**src/rtl/pipeline_lsu_if.sv**
```systemverilog
// Data-memory bus between the load/store unit (master) and the data memory (slave).
// The request fields stay stable while dmem_req is high. dmem_ready completes the access.
interface pipeline_lsu_if #(
    parameter int ADDR_W = 32
);
    logic              dmem_req;
    logic              dmem_we;
    logic [ADDR_W-1:0] dmem_addr;
    logic [31:0]       dmem_wdata;
    logic [3:0]        dmem_wstrb;
    logic              dmem_ready;
    logic [31:0]       dmem_rdata;

    modport master (
        output dmem_req, dmem_we, dmem_addr, dmem_wdata, dmem_wstrb,
        input  dmem_ready, dmem_rdata
    );

    modport slave (
        input  dmem_req, dmem_we, dmem_addr, dmem_wdata, dmem_wstrb,
        output dmem_ready, dmem_rdata
    );
endinterface

```
**src/rtl/pipeline_lsu.sv**
```systemverilog
// MEM-stage load/store unit. It accepts one load or store from the pipeline and issues
// one word-aligned request with byte strobes to the data memory. It stalls the pipeline
// until the access finishes and returns extended load data one cycle after completion.
// Rejected accesses and accesses that time out are reported as one-cycle fault pulses.
module pipeline_lsu #(
    parameter int ADDR_W  = 32,
    parameter int TIMEOUT = 16
) (
    input  logic              clk,
    input  logic              reset,
    input  logic              op_valid,
    input  logic              mem_read,
    input  logic              mem_write,
    input  logic [2:0]        funct3,
    input  logic [ADDR_W-1:0] addr,
    input  logic [31:0]       store_data,
    input  logic [4:0]        rd_in,
    output logic              stall,
    output logic              load_valid,
    output logic [31:0]       load_data,
    output logic [4:0]        rd_out,
    output logic              fault,
    output logic [1:0]        fault_cause,
    pipeline_lsu_if.master    dmem
);

    typedef enum logic [1:0] {
        S_IDLE = 2'd0,
        S_REQ  = 2'd1,
        S_DONE = 2'd2
    } state_t;

    localparam logic [1:0] CAUSE_NONE     = 2'b00;
    localparam logic [1:0] CAUSE_MISALIGN = 2'b01;
    localparam logic [1:0] CAUSE_ILLEGAL  = 2'b10;
    localparam logic [1:0] CAUSE_TIMEOUT  = 2'b11;

    // The abort fires on the wait cycle that brings the count up to TIMEOUT.
    localparam logic [7:0] CNT_LAST = 8'(TIMEOUT - 1);

    state_t            r_state;
    logic [7:0]        r_cnt;
    logic              r_req;
    logic              r_we;
    logic [ADDR_W-1:0] r_addr;
    logic [31:0]       r_wdata;
    logic [3:0]        r_wstrb;
    logic [2:0]        r_funct3;
    logic [1:0]        r_off;
    logic [4:0]        r_rd;
    logic              r_load_valid;
    logic [31:0]       r_load_data;
    logic [4:0]        r_rd_out;
    logic              r_fault;
    logic [1:0]        r_cause;

    logic              w_op;
    logic [1:0]        w_cause;
    logic [3:0]        w_wstrb;
    logic [31:0]       w_wdata;
    logic [7:0]        w_byte;
    logic [15:0]       w_half;
    logic [31:0]       w_ext;

    assign w_op = op_valid & (mem_read | mem_write);

    // Classify the presented op: illegal encodings outrank misalignment.
    always_comb begin
        w_cause = CAUSE_NONE;
        if (mem_read & mem_write)
            w_cause = CAUSE_ILLEGAL;
        else if (mem_read & ((funct3 == 3'b011) | (funct3[2:1] == 2'b11)))
            w_cause = CAUSE_ILLEGAL;
        else if (mem_write & (funct3[2] | (funct3[1:0] == 2'b11)))
            w_cause = CAUSE_ILLEGAL;
        else if ((funct3[1:0] == 2'b01) & addr[0])
            w_cause = CAUSE_MISALIGN;
        else if ((funct3[1:0] == 2'b10) & (addr[1:0] != 2'b00))
            w_cause = CAUSE_MISALIGN;
    end

    // Place store data on every lane and enable only the addressed bytes.
    always_comb begin
        w_wstrb = 4'b1111;
        w_wdata = store_data;
        case (funct3[1:0])
            2'b00: begin
                w_wstrb = 4'b0001 << addr[1:0];
                w_wdata = {4{store_data[7:0]}};
            end
            2'b01: begin
                w_wstrb = addr[1] ? 4'b1100 : 4'b0011;
                w_wdata = {2{store_data[15:0]}};
            end
            default: begin
                w_wstrb = 4'b1111;
                w_wdata = store_data;
            end
        endcase
    end

    // Pick the addressed byte or halfword from the returned word and extend it.
    always_comb begin
        w_byte = dmem.dmem_rdata[{r_off, 3'b000} +: 8];
        w_half = r_off[1] ? dmem.dmem_rdata[31:16] : dmem.dmem_rdata[15:0];
        case (r_funct3)
            3'b000:  w_ext = {{24{w_byte[7]}}, w_byte};
            3'b100:  w_ext = {24'd0, w_byte};
            3'b001:  w_ext = {{16{w_half[15]}}, w_half};
            3'b101:  w_ext = {16'd0, w_half};
            default: w_ext = dmem.dmem_rdata;
        endcase
    end

    // Access FSM with all bus and result outputs registered.
    always_ff @(posedge clk or negedge reset) begin
        if (!reset) begin
            r_state      <= S_IDLE;
            r_cnt        <= 8'd0;
            r_req        <= 1'b0;
            r_we         <= 1'b0;
            r_addr       <= '0;
            r_wdata      <= 32'd0;
            r_wstrb      <= 4'd0;
            r_funct3     <= 3'd0;
            r_off        <= 2'd0;
            r_rd         <= 5'd0;
            r_load_valid <= 1'b0;
            r_load_data  <= 32'd0;
            r_rd_out     <= 5'd0;
            r_fault      <= 1'b0;
            r_cause      <= 2'b00;
        end else begin
            r_load_valid <= 1'b0;
            r_fault      <= 1'b0;
            r_cause      <= 2'b00;
            case (r_state)
                S_IDLE: begin
                    if (w_op) begin
                        if (w_cause != CAUSE_NONE) begin
                            r_fault <= 1'b1;
                            r_cause <= w_cause;
                        end else begin
                            r_req    <= 1'b1;
                            r_we     <= mem_write;
                            r_addr   <= {addr[ADDR_W-1:2], 2'b00};
                            r_wdata  <= w_wdata;
                            r_wstrb  <= w_wstrb;
                            r_funct3 <= funct3;
                            r_off    <= addr[1:0];
                            r_rd     <= rd_in;
                            r_cnt    <= 8'd0;
                            r_state  <= S_REQ;
                        end
                    end
                end
                S_REQ: begin
                    if (dmem.dmem_ready) begin
                        r_req   <= 1'b0;
                        r_state <= S_DONE;
                        if (!r_we) begin
                            r_load_data  <= w_ext;
                            r_rd_out     <= r_rd;
                            r_load_valid <= 1'b1;
                        end
                    end else begin
                        r_cnt <= r_cnt + 8'd1;
                        if (r_cnt == CNT_LAST) begin
                            r_req   <= 1'b0;
                            r_fault <= 1'b1;
                            r_cause <= CAUSE_TIMEOUT;
                            r_state <= S_DONE;
                        end
                    end
                end
                S_DONE: begin
                    r_cnt   <= 8'd0;
                    r_state <= S_IDLE;
                end
                default: r_state <= S_IDLE;
            endcase
        end
    end

    // Hold the pipeline from the cycle a legal op is seen until the access leaves REQ.
    // The reset term forces stall to 0 while reset is asserted.
    assign stall = reset & ((r_state == S_REQ) |
                            ((r_state == S_IDLE) & w_op & (w_cause == CAUSE_NONE)));

    assign load_valid      = r_load_valid;
    assign load_data       = r_load_data;
    assign rd_out          = r_rd_out;
    assign fault           = r_fault;
    assign fault_cause     = r_cause;
    assign dmem.dmem_req   = r_req;
    assign dmem.dmem_we    = r_we;
    assign dmem.dmem_addr  = r_addr;
    assign dmem.dmem_wdata = r_wdata;
    assign dmem.dmem_wstrb = r_wstrb;

endmodule

```
**src/flat_wrapper.sv**
```systemverilog
// flat-port wrapper written by rule: the top's interface ports become plain ports
module pipeline_lsu_flat 
#(
    parameter int ADDR_W  = 32,
    parameter int TIMEOUT = 16
)
  (clk, reset, op_valid, mem_read, mem_write, funct3, addr, store_data, rd_in, stall, load_valid, load_data, rd_out, fault, fault_cause, dmem_dmem_req, dmem_dmem_we, dmem_dmem_addr, dmem_dmem_wdata, dmem_dmem_wstrb, dmem_dmem_ready, dmem_dmem_rdata);
  pipeline_lsu_if #(.ADDR_W(ADDR_W)) dmem_i ();
  input  logic clk;
  input  logic reset;
  input  logic op_valid;
  input  logic mem_read;
  input  logic mem_write;
  input  logic [2:0] funct3;
  input  logic [ADDR_W-1:0] addr;
  input  logic [31:0] store_data;
  input  logic [4:0] rd_in;
  output logic stall;
  output logic load_valid;
  output logic [31:0] load_data;
  output logic [4:0] rd_out;
  output logic fault;
  output logic [1:0] fault_cause;
  output wire logic [$bits(dmem_i.dmem_req)-1:0] dmem_dmem_req;
  output wire logic [$bits(dmem_i.dmem_we)-1:0] dmem_dmem_we;
  output wire logic [$bits(dmem_i.dmem_addr)-1:0] dmem_dmem_addr;
  output wire logic [$bits(dmem_i.dmem_wdata)-1:0] dmem_dmem_wdata;
  output wire logic [$bits(dmem_i.dmem_wstrb)-1:0] dmem_dmem_wstrb;
  input wire logic [$bits(dmem_i.dmem_ready)-1:0] dmem_dmem_ready;
  input wire logic [$bits(dmem_i.dmem_rdata)-1:0] dmem_dmem_rdata;
  assign dmem_dmem_req = dmem_i.dmem_req;
  assign dmem_dmem_we = dmem_i.dmem_we;
  assign dmem_dmem_addr = dmem_i.dmem_addr;
  assign dmem_dmem_wdata = dmem_i.dmem_wdata;
  assign dmem_dmem_wstrb = dmem_i.dmem_wstrb;
  assign dmem_i.dmem_ready = dmem_dmem_ready;
  assign dmem_i.dmem_rdata = dmem_dmem_rdata;
  pipeline_lsu #(.ADDR_W(ADDR_W), .TIMEOUT(TIMEOUT)) u_core (.clk(clk), .reset(reset), .op_valid(op_valid), .mem_read(mem_read), .mem_write(mem_write), .funct3(funct3), .addr(addr), .store_data(store_data), .rd_in(rd_in), .stall(stall), .load_valid(load_valid), .load_data(load_data), .rd_out(rd_out), .fault(fault), .fault_cause(fault_cause), .dmem(dmem_i));
endmodule
```
**config.mk**
```make
export PLATFORM = sky130hd
export DESIGN_NAME = pipeline_lsu_flat
export DESIGN_NICKNAME = d
export VERILOG_FILES = /design/src/rtl/pipeline_lsu_if.sv /design/src/rtl/pipeline_lsu.sv /design/src/flat_wrapper.sv
export SDC_FILE = /design/constraint.sdc
export NUM_CORES = 1
export LEC_CHECK = 0
export ABC_CLOCK_PERIOD_IN_PS = 1900
export BUFFER_PORTS_ARGS = -buffer_cell sky130_fd_sc_hd__buf_2
export CAP_MARGIN = 20
export CORE_MARGIN = 2
export CORE_UTILIZATION = 40
export CTS_CLUSTER_SIZE = 20
export DETAILED_ROUTE_END_ITERATION = 8
export PLACE_DENSITY = 0.67
export SLEW_MARGIN = 10
export SYNTH_ARGS = -nofsm -noshare
export SYNTH_HDL_FRONTEND = slang
export SYNTH_SLANG_ARGS = --single-unit
```
**constraint.sdc**
```tcl
create_clock -name clk -period 1.9 [get_ports clk]
set_input_delay 0.095 -clock clk [delete_from_list [all_inputs] [get_ports clk]]
set_output_delay 0.095 -clock clk [all_outputs]
set_load 0.005 [all_outputs]
```
Word level (Yosys, flattened, before mapping):

Index checks and enable logic that the tools add are counted.
W data, S select, Z words.

* flip-flop bits (word level): 129
* input port bits: 110
* output and inout port bits: 112
* logic and storage cells: 98

* add/sub/neg operators: 1
* eq/ne operators: 15
* shift-type cells: 2
* mux-type cells: 37
* bitwise operators: 15
* reduce and logical (&&, ||, !) cells: 13

Operator list (count)
* $pmux W32 S4: 1
* $pmux W32 S2: 1
* $shiftx A32 B6 Y8: 1
* $mux W2: 12
* $mux W8: 3
* $pmux W8 S3: 1
* $mux W16: 1
* $mux W1: 12
* $and A1 B1 Y1: 9
* $reduce_and A3 Y1: 3
* $add A8 B1 Y8 const B: 1
* $eq A2 B2 Y1 const B: 4
* $eq A8 B4 Y1 const B: 1
* $pmux W2 S2: 2
* $pmux W4 S2: 1
* $reduce_and A4 Y1: 2
* $eq A3 B3 Y1 const B: 2
* $logic_not A2 Y1: 3
* $reduce_bool A2 Y1: 3
* $eq A2 B1 Y1 const B: 2
* $mux W4: 1
* $ne A2 B2 Y1 const B: 2
* $or A1 B1 Y1: 4
* $pmux W1 S2: 2
* 8 further kinds: 9

Longest topological paths before layout:

* depth after elaboration: 11
* mapped depth: 7
* mapped depth without buffers: 5

Worst setup path before layout:

OpenSTA, ideal clock, no wires.

* kind: reg2reg
* start: reg u_core.r_state[1]
* end: reg u_core.r_addr[25] (netlist: u_core.dmem.dmem_addr[25])
* library setup time: 0.127 ns
* arrival time: 1.625 ns
* data required time: 1.773 ns
* setup slack: 0.147 ns
* cell stages (with the launch flop): 8
* path buffers: 3
* period minus slack after synthesis: 1.753 ns
* cells stage by stage: dfrtp_1 > buf_2 > nor2_4 > nand2b_1 > nor3_4 > buf_4 > buf_6 > mux2_1

* word-level cells in the longest chain between the ends: 2

RTL lines
* start: declaration: RTL line pipeline_lsu.sv:41 `state_t r_state;`
* start signal: assignment: RTL line pipeline_lsu.sv:118 `r_state <= S_IDLE;`
* start signal: assignment: RTL line pipeline_lsu.sv:153 `r_state <= S_REQ;`
* start signal: assignment: RTL line pipeline_lsu.sv:160 `r_state <= S_DONE;`
* $logic_not A2 Y1: RTL line pipeline_lsu.sv:137 `case (r_state)`
* $reduce_and A3 Y1 (no line)
* end signal: assignment: RTL line pipeline_lsu.sv:146 `r_addr <= {addr[ADDR_W-1:2], 2'b00};`
* end: declaration: RTL line pipeline_lsu.sv:45 `logic [ADDR_W-1:0] r_addr;`

Every way passes these cells.
A chain may end at the register's enable or synchronous reset.

Worst setup path after layout:

* start: in funct3[2]
* end: out stall

* word-level cells in the longest chain between the ends: 9
* elaborated cells on any way between the ends: 13
* those cells by class: 2 x eq/ne; 3 x mux; 7 x bitwise; 1 x reduce/logical

RTL lines
* start: declaration: RTL line flat_wrapper.sv:14 `input logic [2:0] funct3;`
* $eq A3 B2 Y1 (tied with other cells): RTL line pipeline_lsu.sv:72 `else if (mem_read & ((funct3 == 3'b011) | (funct3[2:1] == 2'b11)))`
* $or A1 B1 Y1 or $and A1 B1 Y1 (tied branches): RTL line pipeline_lsu.sv:72, pipeline_lsu.sv:74
* $and A1 B1 Y1 or $mux W2 (tied branches): RTL line pipeline_lsu.sv:72, pipeline_lsu.sv:74
* $mux W2 (*): RTL line pipeline_lsu.sv:72
* $mux W2 (*): RTL line pipeline_lsu.sv:70 `if (mem_read & mem_write)`
* $logic_not A2 Y1 (*): RTL line pipeline_lsu.sv:188 `((r_state == S_IDLE) & w_op & (w_cause == CAUSE_NONE)));`
* $and A1 B1 Y1 (*): RTL line pipeline_lsu.sv:188
* $or A1 B1 Y1 (*): RTL line pipeline_lsu.sv:187 `assign stall = reset & ((r_state == S_REQ) |`
* $and A1 B1 Y1 (*): RTL line pipeline_lsu.sv:187
* end: declaration: RTL line flat_wrapper.sv:18 `output logic stall;`

Every way passes the cells marked *; elsewhere a longest branch is shown, timed or not.

==> impl_results.md <==
- Hold WS: 5.53 ps
- Seq cells post-synth: ~130
- Cell mode on critical path: buf_2
- RSZ-0062 raised after global routing: yes
- Starting Density: 0.410
- CP startpoint kind: input port
- Async SR Flop Fraction: 1.00
- Post-DR wirelength/cell: 16.7 µm
- Fmax achieved: 0.547 GHz
- Max-Cap Viols: 0
- Clock Latency Late Sink: 420 ps
- Max stage delay on crit path: 550 ps
- Clk_skew: around 6.2 ps
- CP bufs+invs: 3
- Unique masters post-synth: 51
- First-pass GRT wire length: 28100 µm
- Core Region: 14600 µm²
- Multi-input gate area: about 2600 µm²
- Post-Syn Instances: 534
- Syn Area/Cell: 11.2 µm²
- Routed Antenna Nets: 0
- Combinational share of power: 0.328
- Clock transition at path regs: about 50 ps
- Number of synthesized flops with an enable pin: 0
- Hold Vio Cnt, Final: 0
- Hpwl dp: 12000 µm
- CTS Buffer Depth: 2
- Worst path cell trace: dlygate4sd3_1, buf_2, o21ai_1, nand3_2, nor3_2, o211a_1, buf_2
- Vert. Die Dim: 126 µm
- Synth Warn #: 0
- TritonCTS clock tree: yes
- DRT Pass-1 Iters: 4
- Peak supply drop: 0.900 mV
- Final setup violating endpoints: 0
- Sequential power share: 0.412
- Root Driver: clkbuf_16
- Flop2flop setup slack: 110 ps
- Vias/cell: approximately 5
- Share of cells above drive strength 1: 0.455
- Vias in the first global route: 5744
- Largest net degree at the start of global routing: 39
- GPL Wtd Cong: 0.859
- Status: completed
- WP data arrival: between 1500 and 2000 ps
- Internal: 7420 µW
- Final Non-Filler Cells: 1036
- # clock sinks: about 130
- CTS Buf Count: 17
- Synthesized cell area: between 5000 and 6000 µm²
- Tmin final: 1830 ps
- Starting DRC count in detailed routing: 372
- GR Overflow Total: 0
- N_diodes: 0
- Final Core Density: 0.595
- IO Port Bufs: between 200 and 250
- Switching share of power: 0.320
- Drt drc: 0
- Critical path class: input port to primary output
- Gr usage total: 0.222
- Power share of the clock group: 0.260
- Via Count: 5297
- Critical path's top delay family: buffers and inverters
- Slowest cell on crit path: dlygate4sd3_1
- Nets: 952
- # rows: 44
- Total wire length: 17300 µm
- Register area: 3230 µm²
- Slew Limit Fails: 0
- Tcrit/Tclk final: 0.962
- Post-synthesis sequential area ratio: 0.540
- Leakage: 0.00413 µW
- NetSw: 3500 µW
- Area growth, synth to finish: 45.1%
- Placed Instances: 935
- I/O Pins: 222
- Initial antenna violation count: 0
- WP data required: 1800 ps
- CP Capture Type: primary output
- HP Class: input port to flip-flop
- Pwr dens: 1260 nW/µm²
- H-tree depth: 4
- Die X: 126 µm
- Die area: about 16000 µm²
- CP max FO: 5
- Fill count: about 1100
- Top_reg_cell synth: dfrtp_1
==> placed cells by master (no fill, tap or decap), drive strengths merged, types with 2 or more instances in the layout <==
| master | count |
|---|---|
| inv | 9 |
| clkinvlp | 5 |
| clkbuf | 20 |
| a31oi | 4 |
| and3 | 3 |
| nand4 | 2 |
| dfrtp | 129 |
| nand2 | 74 |
| a211oi | 3 |
| a21o | 6 |
| o21ai | 29 |
| nor3b | 2 |
| a22oi | 8 |
| buf | 251 |
| nor2 | 36 |
| conb | 2 |
| dlygate4sd3 | 69 |
| a21oi | 37 |
| nand2b | 9 |
| mux2i | 13 |
| nand3 | 11 |
| o22ai | 2 |
| nor3 | 3 |
| o21bai | 2 |
| clkinv | 6 |
| mux2 | 100 |
==> flip-flops by register name, indices dropped and copies added, names as in the netlist, 2 cells and up <==
name                    count
u_core.dmem.dmem_addr      30
u_core.r_funct3             3
u_core.load_data           32
u_core.dmem.dmem_wdata     32
u_core.r_state              2
u_core.r_rd                 5
u_core.dmem.dmem_wstrb      4
u_core.rd_out               5
u_core.r_cnt                8
u_core.r_off                2
u_core.fault_cause          2
==> path summary, 6_finish.rpt <==
path / from / cells after the start / endpoint
worst max-delay path: funct3[2] / 7 / stall
worst min-delay path: addr[1] / 2 / u_core.r_off[1]
worst max register to register: u_core.r_state[0] / 6 / u_core.dmem.dmem_wdata[0]
worst min register to register: u_core.r_rd[3] / 2 / u_core.rd_out[3]
max in group asynchronous: reset / 3 / u_core.r_state[1]
min in group asynchronous: reset / 2 / u_core.dmem.dmem_wdata[28]
==> power by group through the flow <==
stage	Clock [µW]	Combinational [µW]	Sequential, µW
5_1_grt	3020	3970	4640
4_1_cts	2890	3600	4500
6_report	2830	3590	4500
3_3_place_gp	0	3410	4460
3_5_place_dp	0	3490	4510
2_1_floorplan	0	1690	4510
==> worst register-to-register path, stage by stage (launching register included) <==
cell	delay [ps]
dfrtp_2	460
nor2_4	140
nand2b_2	100
nor3_4	260
buf_12	200
buf_12	170
mux2_2	350
==> per-layer routing <==
metal | up-vias | track usage | routed length, µm
li1 | 2476 | - | -
met5 | - | 0 | 0
met2 | 217 | 0.365 | 8450
met3 | 29 | 0.0907 | 1520
met4 | 0 | 0.0808 | 344
met1 | 2575 | 0.263 | 6990
==> Yosys cell counts, drive strengths merged (3+ instances only) <==
| library cell | number | area share |
|---|---|---|
| a31oi | 4 | 0.0042 |
| nor3 | 3 | 0.0044 |
| clkbuf | 13 | 0.0082 |
| mux2i | 13 | 0.022 |
| nand2b | 9 | 0.0094 |
| a211oi | 3 | 0.0046 |
| nand2 | 74 | 0.046 |
| a21o | 6 | 0.0075 |
| nor2 | 36 | 0.024 |
| inv | 8 | 0.0050 |
| a21oi | 37 | 0.031 |
| buf | 21 | 0.020 |
| a22oi | 8 | 0.010 |
| and3 | 3 | 0.0031 |
| mux2 | 100 | 0.19 |
| dfrtp | 129 | 0.54 |
| o21ai | 29 | 0.024 |
| nand3 | 11 | 0.010 |
==> cell type report <==
| type | count | share of cell area |
|---|---|---|
| Sequential cell | 129 | 0.372 |
| Timing Repair Buffer | 321 | 0.244 |
| Clock inverter | 11 | 0.00793 |
| Multi-Input combinational cell | 363 | 0.295 |
| Inverter | 9 | 0.00432 |
| Clock buffer | 19 | 0.0499 |
| Tap cell | 184 | 0.0265 |
==> cells by family after synthesis <==
family	after synthesis	synth area share
simple gates	147	0.111
flops	129	0.540
mux	114	0.214
compound gates	98	0.0979
buf+inv	43	0.0339
fa+ha+maj	1	0.00209
other cells	1	0.000627
xor+xnor	1	0.00146
==> per-stage QoR <==
step	power [µW]	TNS, ps	cell area [µm²]	worst slack, ps
finish	10900	0	8680	72.8
global route	11600	-7.67	8680	-7.67
floorplan	6200	0	5990	147
detailed placement	8000	0	7440	80.4
CTS	11000	0	8630	15.4
global placement	7870	0	7440	137
==> timing repair <==
| action | in CTS | in global routing |
|---|---|---|
| gates resized for setup | 0 | 6 |
| hold buffers | 69 | 0 |
| endpoints found under the setup margin | 0 | 66 |
| setup buffers | 0 | 1 |
| endpoints found under the hold margin | 131 | 0 |
(Power assumes the default switching activity.)
